==> src/rtl/uart_pkg.sv <==
// Shared UART definitions.
// Purpose: the data width and the stored-entry layout used by the receiver,
//          the receive FIFO and the future transmit FIFO.
// Contents:
//   UART_DATA_W      - width of a UART data byte
//   uart_rx_entry_t  - one stored frame: error flag plus data byte
package uart_pkg;

  localparam int UART_DATA_W = 8;

  typedef struct packed {
    logic                   err;
    logic [UART_DATA_W-1:0] data;
  } uart_rx_entry_t;

endpackage : uart_pkg

==> src/rtl/uart_fifo_mem.sv <==
// Register-array storage for the UART FIFOs.
// Purpose: DEPTH entries of uart_rx_entry_t with one synchronous write port
//          and one asynchronous (combinational) read port.
// Ports:
//   clk_i    - clock
//   rst_ni   - synchronous active-low reset, clears every entry to zero
//   we_i     - write enable
//   waddr_i  - write address
//   wdata_i  - write data
//   raddr_i  - read address
//   rdata_o  - read data, combinational from raddr_i
module uart_fifo_mem
  import uart_pkg::*;
#(
  parameter int DEPTH = 16
) (
  input  logic                       clk_i,
  input  logic                       rst_ni,
  input  logic                       we_i,
  input  logic [$clog2(DEPTH)-1:0]   waddr_i,
  input  uart_rx_entry_t             wdata_i,
  input  logic [$clog2(DEPTH)-1:0]   raddr_i,
  output uart_rx_entry_t             rdata_o
);

  localparam int ADDR_W = $clog2(DEPTH);

  uart_rx_entry_t mem_q [DEPTH];

  // Entries are cleared on reset so the head outputs read zero before the
  // first write.
  for (genvar gi = 0; gi < DEPTH; gi++) begin : g_entry
    always_ff @(posedge clk_i) begin
      if (!rst_ni) begin
        mem_q[gi] <= '0;
      end else if (we_i && (waddr_i == ADDR_W'(gi))) begin
        mem_q[gi] <= wdata_i;
      end
    end
  end

  assign rdata_o = mem_q[raddr_i];

endmodule : uart_fifo_mem

==> src/rtl/uart_rx_fifo.sv <==
// UART receive buffer.
// Purpose: captures each completed frame (data byte + error status) on the
//          rising edge of the receiver's done indication, stores it in a
//          circular FIFO and presents the oldest entry through a
//          first-word-fall-through valid/ready interface. Reports occupancy
//          and a sticky overflow flag.
// Optional feature: define UART_RX_FIFO_ALMOST_FULL_EN to add the registered
//          almost_full_o output (high when count_o >= AF_THRESH).
// Ports:
//   rx_clk_i       - clock shared with the receiver
//   rst_ni         - synchronous active-low reset
//   rx_data_i      - received byte
//   rx_done_i      - frame-complete level/pulse; its rising edge pushes
//   rx_error_i     - parity/stop error, may pulse any time during the frame
//   flush_i        - discard all entries and the pending error
//   rd_ready_i     - consumer accepts the head entry
//   rd_valid_o     - head entry available
//   rd_data_o      - head entry data
//   rd_error_o     - head entry error flag
//   count_o        - occupancy 0..DEPTH
//   full_o/empty_o - occupancy flags
//   overflow_o     - sticky: a frame was dropped because the FIFO was full
//   overflow_clr_i - clears overflow_o
//   almost_full_o  - (optional) count_o >= AF_THRESH
module uart_rx_fifo
  import uart_pkg::*;
#(
  parameter int DEPTH     = 16,
  parameter int AF_THRESH = 12
) (
  input  logic                       rx_clk_i,
  input  logic                       rst_ni,
  input  logic [UART_DATA_W-1:0]     rx_data_i,
  input  logic                       rx_done_i,
  input  logic                       rx_error_i,
  input  logic                       flush_i,
  input  logic                       rd_ready_i,
  output logic                       rd_valid_o,
  output logic [UART_DATA_W-1:0]     rd_data_o,
  output logic                       rd_error_o,
  output logic [$clog2(DEPTH):0]     count_o,
  output logic                       full_o,
  output logic                       empty_o,
  output logic                       overflow_o,
  input  logic                       overflow_clr_i
`ifdef UART_RX_FIFO_ALMOST_FULL_EN
  ,
  output logic                       almost_full_o
`endif
);

  localparam int PTR_W = $clog2(DEPTH);
  localparam int CNT_W = PTR_W + 1;

  if (DEPTH < 2 || (DEPTH & (DEPTH - 1)) != 0) begin : g_bad_depth
    $error("uart_rx_fifo: DEPTH must be a power of two and at least 2");
  end

  logic             done_q;
  logic             err_acc_q,   err_acc_d;
  logic             overflow_q,  overflow_d;
  logic [PTR_W-1:0] wr_ptr_q,    wr_ptr_d;
  logic [PTR_W-1:0] rd_ptr_q,    rd_ptr_d;
  logic [CNT_W-1:0] count_q,     count_d;

  logic           push;
  logic           pop;
  logic           full;
  logic           empty;
  logic           push_accept;
  logic           push_drop;
  uart_rx_entry_t wr_entry;
  uart_rx_entry_t head_entry;

  assign full  = (count_q == CNT_W'(DEPTH));
  assign empty = (count_q == '0);

  // One push per done level, however long the receiver holds it.
  assign push = rx_done_i && !done_q;
  assign pop  = !empty && rd_ready_i;

  // When full, a simultaneous pop frees the slot the push needs. Flush
  // swallows the push without counting it as an overflow.
  assign push_accept = push && !flush_i && (!full || pop);
  assign push_drop   = push && !flush_i && full && !pop;

  // An error seen on the push cycle itself belongs to that frame.
  assign wr_entry.err  = err_acc_q | rx_error_i;
  assign wr_entry.data = rx_data_i;

  always_comb begin
    err_acc_d  = err_acc_q;
    overflow_d = overflow_q;
    wr_ptr_d   = wr_ptr_q;
    rd_ptr_d   = rd_ptr_q;
    count_d    = count_q;

    if (flush_i) begin
      err_acc_d = 1'b0;
      wr_ptr_d  = '0;
      rd_ptr_d  = '0;
      count_d   = '0;
    end else begin
      // Every push closes the frame's error window, dropped or not.
      if (push) begin
        err_acc_d = 1'b0;
      end else if (rx_error_i) begin
        err_acc_d = 1'b1;
      end

      if (push_accept) begin
        wr_ptr_d = wr_ptr_q + PTR_W'(1);
      end
      if (pop) begin
        rd_ptr_d = rd_ptr_q + PTR_W'(1);
      end

      if (push_accept && !pop) begin
        count_d = count_q + CNT_W'(1);
      end else if (pop && !push_accept) begin
        count_d = count_q - CNT_W'(1);
      end

      // Clear first so that a new overflow in the same cycle wins.
      if (overflow_clr_i) begin
        overflow_d = 1'b0;
      end
      if (push_drop) begin
        overflow_d = 1'b1;
      end
    end
  end

  always_ff @(posedge rx_clk_i) begin
    if (!rst_ni) begin
      done_q     <= 1'b0;
      err_acc_q  <= 1'b0;
      overflow_q <= 1'b0;
      wr_ptr_q   <= '0;
      rd_ptr_q   <= '0;
      count_q    <= '0;
    end else begin
      done_q     <= rx_done_i;
      err_acc_q  <= err_acc_d;
      overflow_q <= overflow_d;
      wr_ptr_q   <= wr_ptr_d;
      rd_ptr_q   <= rd_ptr_d;
      count_q    <= count_d;
    end
  end

  uart_fifo_mem #(
    .DEPTH (DEPTH)
  ) u_mem (
    .clk_i   (rx_clk_i),
    .rst_ni  (rst_ni),
    .we_i    (push_accept),
    .waddr_i (wr_ptr_q),
    .wdata_i (wr_entry),
    .raddr_i (rd_ptr_q),
    .rdata_o (head_entry)
  );

  assign rd_valid_o = !empty;
  assign rd_data_o  = head_entry.data;
  assign rd_error_o = head_entry.err;
  assign count_o    = count_q;
  assign full_o     = full;
  assign empty_o    = empty;
  assign overflow_o = overflow_q;

`ifdef UART_RX_FIFO_ALMOST_FULL_EN
  if (AF_THRESH < 1 || AF_THRESH > DEPTH) begin : g_bad_af_thresh
    $error("uart_rx_fifo: AF_THRESH must be within 1..DEPTH");
  end

  logic almost_full_q;

  // Registered from next-state count so it tracks count_o cycle for cycle.
  always_ff @(posedge rx_clk_i) begin
    if (!rst_ni) begin
      almost_full_q <= 1'b0;
    end else begin
      almost_full_q <= (count_d >= CNT_W'(AF_THRESH));
    end
  end

  assign almost_full_o = almost_full_q;
`endif

endmodule : uart_rx_fifo

==> config.mk <==
export PLATFORM = sky130hd
export DESIGN_NAME = uart_rx_fifo
export DESIGN_NICKNAME = d
export VERILOG_FILES = /design/src/rtl/uart_pkg.sv /design/src/rtl/uart_fifo_mem.sv /design/src/rtl/uart_rx_fifo.sv
export SDC_FILE = /design/constraint.sdc
export NUM_CORES = 1
export LEC_CHECK = 0
export CORE_ASPECT_RATIO = 0.6
export CORE_MARGIN = 2
export CORE_UTILIZATION = 56
export CTS_CLUSTER_SIZE = 24
export DETAILED_ROUTE_END_ITERATION = 12
export PLACE_DENSITY_LB_ADDON = 0.15
export SYNTH_ARGS = -nofsm -noshare
export SYNTH_HDL_FRONTEND = slang
export SYNTH_SLANG_ARGS = --single-unit
==> constraint.sdc <==
create_clock -name rx_clk_i -period 3.1 [get_ports rx_clk_i]
set_clock_uncertainty 0.1 [all_clocks]
set_input_delay 0.62 -clock rx_clk_i [delete_from_list [all_inputs] [get_ports rx_clk_i]]
set_output_delay 0.62 -clock rx_clk_i [all_outputs]
set_load 0.02 [all_outputs]
==> qor.txt <==
Initial standard-cell utilization of the core - 57.34%
Post-synth EDFFs - 144
Placed cell area - 8060 µm²
Slowest-stage cell, CP - mux4_2
Via count of the first global-routing pass - 4709
Chip width - 151.9 µm
CTS sink count - 164
H-tree depth reported by CTS - 4
Pin count of the biggest net entering global routing - 37
Hold violation count in the final report - 0
Number of placed instances, taps included - 771
Global-route track usage on met1 - 44.95%
Worst R2R Setup Slack - 0.26 ns
Routed wirelength normalized by instance count - 23.38 µm
Port-buffer cells - 32
Post-synth top cells - nor2_1, edfxtp_1, nand2_1, mux4_2, dfxtp_1
Hold crit path type - flip-flop to flip-flop
Post-synthesis simple-gate area fraction - 14.41%
CTS root buffer - clkbuf_16
Biggest area consumer among synthesized cells - edfxtp_1
Nature of the critical path startpoint - flip-flop
Hold Crit Depth - 2
Iteration-0 DRC Markers - 887
Category of the worst setup path capture point - output pin
Library cells used by synthesis - 40
Fraction of the mapped netlist area in adder cells - 1.805%
Share of total power in the clock network - 39.1%
Wire length of the first global-routing pass - 28650 µm
Worst-path cell chain - buf_12, buf_4, mux4_2, a22oi_1, nand2_1, dlygate4sd2_1
Startpoint of the worst-slack reg-to-reg timing path - count_o[1]
Min cycle time layout - 3.052 ns
Total net switching power - 0.001279 W
Area growth, synth to finish - 19.02%
Cell family with the largest share of critical-path delay - buffers and inverters
Clock latency on the worst-skew pair - 0.43 ns
Cells after synthesis - 564
Cell area after synthesis - 7347 µm²
Total buffers and inverters traversed by the critical path - 3
Die outline area - 14080 µm²
Part of the Yosys area used for sequential elements - 64.31%
Worst Hold Path EP - rd_ptr_q[3]
RR Endpoint - count_o[4]
Main flop type after synthesis - edfxtp_1
Internal Power - 0.003820 W
Routed vias/inst - 6.116
Max FO, Critical Path - 11
Detailed-router iteration count before antenna repair - 5
Number of inserted filler cells in the final layout - 940
Max Transition Viols Final - 0
Most repeated cell in the gate-level netlist after synthesis - nor2_1
Worst rel slew slack - 64.09%
GRT Resource Usage Total - 28.22%
Leftover overflow at the end of global routing - 0
Worst IR drop on VDD - 0.3983 mV
Antenna-violating nets left - 0
Synthesized-area fraction occupied by xor and xnor cells - 0.9537%
Number of vias in the routed layout - 4972
Global-route layer with the greatest usage - met1
Net count of the finished layout - 655
Max cap viols - 0
Slew of the pin with the lowest slew margin - 0.5369 ns
GR Layer Usage met2 - 36.56%
Portion of netlist area occupied by mux cells - 11.44%
Total of endpoints with negative setup slack in the final report - 0
Clock tree from TritonCTS - built
Synthesized flop and latch total - 164
Number of CTS-inserted buffers - 17
Vertical die dimension - 92.73 µm
Sequential fraction of design power - 49.3%
Period utilisation layout - 98.46%
Ports - 33
Pleak - 3.008 nW
Leading cell types by total area after synthesis - edfxtp_1, mux4_2, nor2_1
Routability Congestion - 0.8853
CP Data Required Time - 2.38 ns
WL final - 19010 µm
Area fraction of the dominant cell type after synthesis - 58.86%
HPWL reported at the end of detailed placement - 13140 µm
Origin of the worst min-delay path - rd_ptr_q[3]
Crit path arrival time - 2.33 ns
Number of buffers between clock root and the deepest sink - 2
Post-route DRC violation count - 0
Yosys synthesis warning count - 0
Dominant combinational cell family by area after synthesis - simple AND/OR/NAND/NOR gates
Initial antenna violation count - 0
Summed area of non-filler cells in the final layout - 8745 µm²
Share of final-layout standard cells stronger than drive strength 1 - 21.62%
# rows - 32
Net switching share of the total power - 25.08%
Longest individual stage delay on the worst path - 0.50 ns
Core footprint - 12810 µm²
Clock-pin slew reported for the worst setup and hold paths after clock tree synthesis - 0.07 ns
Power Dens Cells - 583.1 nW/µm²
Run status - finished clean
Number of cells traversed by the worst register-to-register path - 9
Setup repair after global routing missed its margin - yes
Synth Area in Compound Gates - 4.717%
Mapped Nets - 589
Non-Filler Instances - 813
Number of antenna cells inserted - 0
Proportion of register bits with asynchronous set or reset after synthesis - 0%
Average footprint of a synthesized cell - 13.03 µm²
F_max - 327.6 MHz
Global routing met3 resource utilization - 9.640%
Hold buffer count at cts - 0
Category of the critical setup timing path - flip-flop to output pin
Combinational group share of total power - 11.6%
==> layout make-up <==
class,instances,area (µm²),share of cell area (%)
clock inverters,13,113.9,1.302
well taps,170,212.7,2.432
inverters,6,22.52,0.2575
flip-flops and latches,164,4728,54.07
clock buffers,19,444.2,5.079
multi-input cells,360,2486,28.43
repair buffers,81,737.0,8.428
==> repair_timing <==
item / CTS / global route
cloned: 1 / 0
pin swaps: 3 / 3
setup buffers: 4 / 5
setup endpoints to repair: 9 / 5
resized for setup: 21 / 5
==> power groups by stage <==
stage / combinational, W / sequential (W) / clock, W
after floorplan: 0.000314 / 0.00256 / 0
after global placement: 0.000552 / 0.00255 / 0
after detailed placement: 0.000562 / 0.00256 / 0
after CTS: 0.000578 / 0.00251 / 0.00201
after global routing: 0.000628 / 0.00252 / 0.00209
final: 0.000591 / 0.00251 / 0.00200
==> registers in the layout, summed over array words and instances (netlist names), named ones only <==
signal       count
count_o          5
done_q           1
err_acc_q        1
overflow_o       1
rd_ptr_q         4
u_mem.mem_q    144
wr_ptr_q         4
==> per-layer routing <==
metal / share of wire [%] / wire (µm)
met5: 0 / 0
met4: 1.2 / 222
met3: 14 / 2614
met2: 40 / 7685
met1: 45 / 8486
==> worst reg2reg max path, stage by stage, from the launching register on <==
cell,delay (ns)
dfxtp_1,0.40
or4_4,0.55
o21ai_2,0.27
ha_1,0.22
inv_1,0.11
ha_1,0.36
a21oi_1,0.10
a211o_1,0.31
a211oi_1,0.22
a31o_2,0.13
==> kinds of logic (layout without fill, tap and decap cells) <==
| logic type | after synthesis | after routing |
|---|---|---|
| and+or+nand+nor | 253 | 253 |
| muxes | 39 | 39 |
| AOI/OAI and AO/OA | 50 | 50 |
| xor gates and xnor gates | 8 | 8 |
| adders and majority gates | 10 | 10 |
| buffers and inverters | 40 | 119 |
| DFF | 164 | 164 |
==> placed cells by master (no fill, tap or decap), drive strengths merged, types with 14 or more instances in the layout <==
| master | count |
|---|---|
| a22oi | 18 |
| edfxtp | 144 |
| o21ai | 19 |
| mux4 | 36 |
| clkdlybuf4s50 | 23 |
| buf | 48 |
| dfxtp | 20 |
| nor2 | 164 |
| nand2 | 53 |
| inv | 14 |
| clkbuf | 21 |
==> stage by stage <==
step | hold slack (ns) | utilization [%] | worst slack, ns | setup TNS, ns | total power [W]
after global routing | 0.4832 | 68.25 | -0.008995 | -0.008995 | 0.005234
after CTS | 0.4417 | 67.97 | -0.001990 | -0.001990 | 0.005098
after detailed placement | 0.4256 | 62.91 | -0.2426 | -0.5397 | 0.003119
final | 0.4372 | 68.25 | 0.04778 | 0 | 0.005099
after global placement | 0.4086 | 62.91 | -0.1446 | -0.2863 | 0.003104
after floorplan | 0.3847 | - | 0.3081 | 0 | 0.002871
==> worst max-delay path by stage <==
stage	endpoint	slack [ns]	depth (start not counted)
floorplan	count_o[4]	0.31	9
global placement	count_o[4]	-0.14	10
detailed placement	count_o[4]	-0.24	10
CTS	rd_data_o[2]	-0.002	5
global route	rd_data_o[1]	-0.009	5
finish	rd_data_o[6]	0.05	6
Note: power is estimated with default switching activity, not from simulation.
==> variant 1, RTL diff (same flow settings) <==
One comparison of `count_q` changes from == to >=.
--- a/src/rtl/uart_rx_fifo.sv
+++ b/src/rtl/uart_rx_fifo.sv
@@ -74,3 +74,3 @@
 
-  assign full  = (count_q == CNT_W'(DEPTH));
+  assign full  = (count_q >= CNT_W'(DEPTH));
   assign empty = (count_q == '0);
Formal check against the unedited RTL: no difference found for any inputs over 4 cycles, from zero or initial values and one cycle with rst_ni low; that may be too few to reach the edited logic, so the function may still have changed.
==> variant 1 against the original RTL <==
  * Synthesized area increased by 0.78%
  * Cell count decreased by 1.7%
  * Final area decreased by 0.16%
  * Critical path type unchanged
  * Count of clock-buffer cells in the layout decreased by 1
  * Total power increased by 2.2%
  * Wire length decreased by 7.5%
  * Register-to-register slack improved by 0.21 ns
  * Highest routed layer unchanged
  * Largest cell class unchanged
  * Sequential cell count unchanged
  * Fmax decreased by 0.26%
  * Critical endpoint is now rd_data_o[3]
  * Setup slack got worse by 0.0081 ns
  * Via count decreased by 2.6%
==> variant 1: results (changes against the original RTL) <==
\begin{tabular}{lr}
\hline
Metric & Value \\
\hline
\multicolumn{2}{l}{\textbf{Run status}} \\
\quad Outcome & finished, final reports clean \\
\multicolumn{2}{l}{\textbf{Placed design}} \\
\quad GP Congestion & 0.813 (-8.2\%) \\
\quad DPL Wire Length & 11.5 mm (-13\%) \\
\quad Count of placed standard cells including taps & 763 (-1.0\%) \\
\multicolumn{2}{l}{\textbf{Synth}} \\
\quad Number of unique standard cell types used by synthesis & 37 (-7.5\%) \\
\quad Synth Area in Compound Gates & 4.51\% (-0.21 points) \\
\quad Biggest area contributors in the synthesized netlist & sky130\_fd\_sc\_hd\_\_edfxtp\_1, sky130\_fd\_sc\_hd\_\_nor2\_1, sky130\_fd\_sc\_hd\_\_mux4\_2 \\
\quad Share of the synthesized netlist area taken by xor and xnor gates & 0.946\% (-0.0074 points) \\
\quad Sequential share of the synthesized area & 63.8\% (-0.50 points) \\
\quad Post-synthesis adder-cell area fraction & 1.96\% (+0.15 points) \\
\quad Most used standard cells in the synthesized netlist & sky130\_fd\_sc\_hd\_\_nor2\_1, sky130\_fd\_sc\_hd\_\_edfxtp\_1, sky130\_fd\_sc\_hd\_\_nand3\_1 \\
\quad Syn\_area\_per\_cell & 13.2 um\^{}2 (+1.1\%) \\
\multicolumn{2}{l}{\textbf{GRT}} \\
\quad GRT Overall Usage & 26.3\% (-1.9 points) \\
\quad Wire length of the first global-routing pass & 27.5 mm (-4.0\%) \\
\quad Pin count of the biggest net entering global routing & 49 (+32\%) \\
\quad Vias in the first global route & 4697 (-0.25\%) \\
\multicolumn{2}{l}{\textbf{Route}} \\
\quad 1st-iter DRT viols & 654 (-26\%) \\
\quad Routed len/inst & 22.0 um (-5.8\%) \\
\quad Vias/cell & 6.06 (-0.87\%) \\
\multicolumn{2}{l}{\textbf{Worst setup path}} \\
\quad Flop-to-flop setup slack & 0.47 ns (+0.21 ns) \\
\quad Gate family responsible for the most delay along the worst path & multiplexers \\
\quad Largest incremental delay on the critical path & 0.66 ns (+0.16 ns) \\
\multicolumn{2}{l}{\textbf{Power}} \\
\quad Leakage power & 3.03 nW (+0.61\%) \\
\quad Max VDD drop & 0.351 mV (-12\%) \\
\multicolumn{2}{l}{\textbf{STA}} \\
\quad Actual transition at the worst max-transition pin & 0.723 ns (+0.186 ns) \\
\multicolumn{2}{l}{\textbf{Finish}} \\
\quad Share of cells above drive strength 1 & 17.6\% (-4.0 points) \\
\quad Final Net Count & 642 (-2.0\%) \\
\multicolumn{2}{l}{\textbf{Worst hold path}} \\
\quad Launch point of the worst hold path & done\_q \\
\hline
\end{tabular}
## variant 1: worst min path at each step
stage	to	slack, ns	depth (start not counted)
after global placement	err_acc_q	0.36	2
after global routing	err_acc_q	0.41	2
after detailed placement	err_acc_q	0.36	2
after floorplan	err_acc_q	0.33	2
after CTS	err_acc_q	0.38	2
final	err_acc_q	0.38	2
## variant 1: repair_timing
item | in CTS | in global routing
hold buffers | 0 | 0
gates resized for setup | 12 | 7
setup buffers | 0 | 3
setup endpoints to repair | 9 | 8
cloned | 1 | 0
## variant 1: where the power goes
part / internal (mW) / leakage [nW] / total (mW) / switching, mW
sequential: 2.47 / 1.65 / 2.51 / 0.0384
combinational: 0.237 / 1.08 / 0.528 / 0.291
clock: 1.28 / 0.291 / 2.17 / 0.890
## variant 1: cells by family after synthesis
| kind of cell | after synthesis |
|---|---|
| flip-flops | 164 |
| adder cells (fa/ha/maj) | 11 |
| buffers and inverters | 50 |
| AND/OR/NAND/NOR | 240 |
| XOR/XNOR | 8 |
| AO/OA/AOI/OAI | 52 |
| multiplexers | 37 |
## variant 1: layout make-up
cell class,instances,area (um^2)
Sequential cell,164,4730
Fill cell,931,4160
Multi-Input combinational cell,348,2440
Timing Repair Buffer,77,717
Clock buffer,18,429
Tap cell,170,213
Clock inverter,14,174
Inverter,8,30.0
## variant 1: worst register-to-register path, stage by stage (launching register included)
cell and delay (ns):
sky130_fd_sc_hd__dfxtp_1 0.36, sky130_fd_sc_hd__or4_4 0.58, sky130_fd_sc_hd__o21ai_4 0.21, sky130_fd_sc_hd__ha_1 0.25
sky130_fd_sc_hd__inv_1 0.12, sky130_fd_sc_hd__ha_1 0.34, sky130_fd_sc_hd__a21oi_1 0.19, sky130_fd_sc_hd__a211oi_1 0.10
sky130_fd_sc_hd__o21ai_0 0.16, sky130_fd_sc_hd__o31ai_1 0.08
## variant 1: stage by stage
step                area (um^2)  util (%)  hold WS (ns)
finish                     8730      67.7         0.376
global route               8730      67.7         0.406
CTS                        8700      67.5         0.376
detailed placement         8080      62.7         0.360
global placement           8080      62.7         0.356
floorplan                  7400         -         0.335
## variant 1: routing by layer
layer,global-route usage (%),vias up
li1,-,2163
met1,39.3,2375
met2,39.1,281
met3,6.26,25
met4,8.10,0
met5,0,-
==> variant 2, RTL diff (config.mk and constraints unchanged) <==
Without the edit above. The option `UART_RX_FIFO_ALMOST_FULL_EN` is turned on by a define.
--- a/src/rtl/uart_rx_fifo.sv
+++ b/src/rtl/uart_rx_fifo.sv
@@ -24,2 +24,4 @@
 //   almost_full_o  - (optional) count_o >= AF_THRESH
+`define UART_RX_FIFO_ALMOST_FULL_EN
+
 module uart_rx_fifo
Function (old outputs only; new: almost_full_o): same outputs for any inputs over 4 cycles, from zero or initial values and one cycle with rst_ni low; that may be too few to reach the edited logic, so the function may still have changed.
==> variant 2 against the original RTL <==
  * Fmax is 0.46% lower
  * Worst hold slack worse by 0.029 ns
  * Wire length is 0.36% higher
  * Via count is 4.8% lower
  * Die area is 4.9% higher
  * Total power is 4.5% lower
  * Final area is 4.1% higher
  * Sequential cell count is 1 higher
  * Combinational power is 42% lower
  * Setup slack worse by 0.014 ns
  * Cell count is 3.4% lower
  * Sequential power hardly changed
  * Synthesized area is 5.1% higher
==> variant 2: results (changes against the original RTL) <==
\begin{tabular}{lr}
\hline
Metric & Value \\
\hline
\multicolumn{2}{l}{\textbf{Run status}} \\
\quad Outcome & finished, final reports clean \\
\multicolumn{2}{l}{\textbf{Worst setup path}} \\
\quad Worst path slowest cell & sky130\_fd\_sc\_hd\_\_mux4\_2 \\
\quad Largest incremental delay on the critical path & 0.56 ns (+0.06 ns) \\
\quad Worst EP arrival & 2.35 ns (+0.02 ns) \\
\quad Gate family responsible for the most delay along the worst path & multiplexers \\
\multicolumn{2}{l}{\textbf{Route}} \\
\quad Vias/cell & 6.03 (-1.4\%) \\
\quad Post-Route WL & 19.1 mm (+0.36\%) \\
\quad 1st-iter DRT viols & 631 (-29\%) \\
\multicolumn{2}{l}{\textbf{CTS}} \\
\quad Clock insertion delay at the later pin of the skew report & 0.42 ns \\
\quad Maximum clock insertion buffer count & 2 (unchanged) \\
\multicolumn{2}{l}{\textbf{Synth}} \\
\quad Sequential share of the synthesized area & 61.4\% (-2.9 points) \\
\quad Post-Syn Nets & 550 (-6.6\%) \\
\quad Number of unique standard cell types used by synthesis & 45 (+13\%) \\
\quad Most used standard cells in the synthesized netlist & sky130\_fd\_sc\_hd\_\_edfxtp\_1, sky130\_fd\_sc\_hd\_\_and2\_1, sky130\_fd\_sc\_hd\_\_mux4\_2 \\
\quad Syn\_area\_per\_cell & 14.6 um\^{}2 (+12\%) \\
\multicolumn{2}{l}{\textbf{Placed design}} \\
\quad Dpl cell area & 8490 um\^{}2 (+5.4\%) \\
\quad Count of input and output buffers & 33 (+3.1\%) \\
\quad Count of placed standard cells including taps & 747 (-3.1\%) \\
\quad Setup Slack @ Placement & 0.111 ns (+0.353 ns) \\
\quad GP Congestion & 0.949 (+7.2\%) \\
\multicolumn{2}{l}{\textbf{GRT}} \\
\quad GRT Overall Usage & 27.9\% (-0.29 points) \\
\quad Wire length of the first global-routing pass & 28.9 mm (+0.82\%) \\
\quad Initial antenna violation count & 1 (+1) \\
\multicolumn{2}{l}{\textbf{STA}} \\
\quad Relative slew slack & 54.8\% (-9.3 points) \\
\multicolumn{2}{l}{\textbf{Finish}} \\
\quad Final Net Count & 619 (-5.5\%) \\
\quad Share of cells above drive strength 1 & 24.6\% (+3.0 points) \\
\multicolumn{2}{l}{\textbf{Power}} \\
\quad Leakage power & 3.22 nW (+6.9\%) \\
\quad Max VDD drop & 0.374 mV (-6.1\%) \\
\quad Cell internal power dissipation & 3.74 mW (-2.1\%) \\
\hline
\end{tabular}
-- variant 2: changes by cell type in the layout (fill, tap and decap cells not counted), sizes merged, moves of 4 or more --
cell      delta
nor4         +7
nor2       -140
and2       +122
mux4         +9
nor2b        -4
buf          +4
nor3        +17
clkinvlp     +4
a21oi        +7
nand2       -36
a22oi       -18
-- variant 2: kinds of logic (layout without fill, tap and decap cells) --
logic type / after synthesis / after routing / share of synthesized area (%)
compound gates: 37 / 37 / 3.01
xor+xnor: 8 / 8 / 0.907
fa+ha+maj: 8 / 8 / 1.26
buf+inv: 40 / 122 / 2.15
flops: 165 / 165 / 61.4
mux: 46 / 46 / 13.3
simple gates: 224 / 224 / 18.0
-- variant 2: worst paths after layout --
check,from,end,slack [ns],cells after the start
setup / recovery,register,rd_data_o[3],0.03,5
hold / removal,overflow_o,overflow_o,0.41,2
setup reg to reg,count_o[0],u_mem.mem_q[15][4],0.43,8
hold reg to reg,overflow_o,overflow_o,0.41,2
-- variant 2: per-layer routing --
metal | share of wire [%] | global-route usage [%]
met2 | 44 | 41.0
met4 | 1.4 | 8.79
met5 | 0 | 0
met1 | 46 | 42.2
met3 | 8.6 | 5.83
-- variant 2: layout make-up --
cell class,count,area [um^2]
Tap cell,175,219
Inverter,9,33.8
Timing Repair Buffer,81,729
Sequential cell,165,4750
Multi-Input combinational cell,323,2810
Clock buffer,18,429
Clock inverter,14,128
Fill cell,965,4440
-- variant 2: repair_timing --
item	4_1_cts	5_1_grt
setup buffers	5	0
gates resized for setup	29	1
setup endpoints to repair	9	4
endpoints found under the hold margin	0	0
cloned	1	0
-- variant 2: tightest hold or removal path, cell delays in order, from the launching register on --
cell                      delay (ns)
sky130_fd_sc_hd__dfxtp_1        0.31
sky130_fd_sc_hd__o21ai_0        0.07
sky130_fd_sc_hd__a21oi_1        0.07
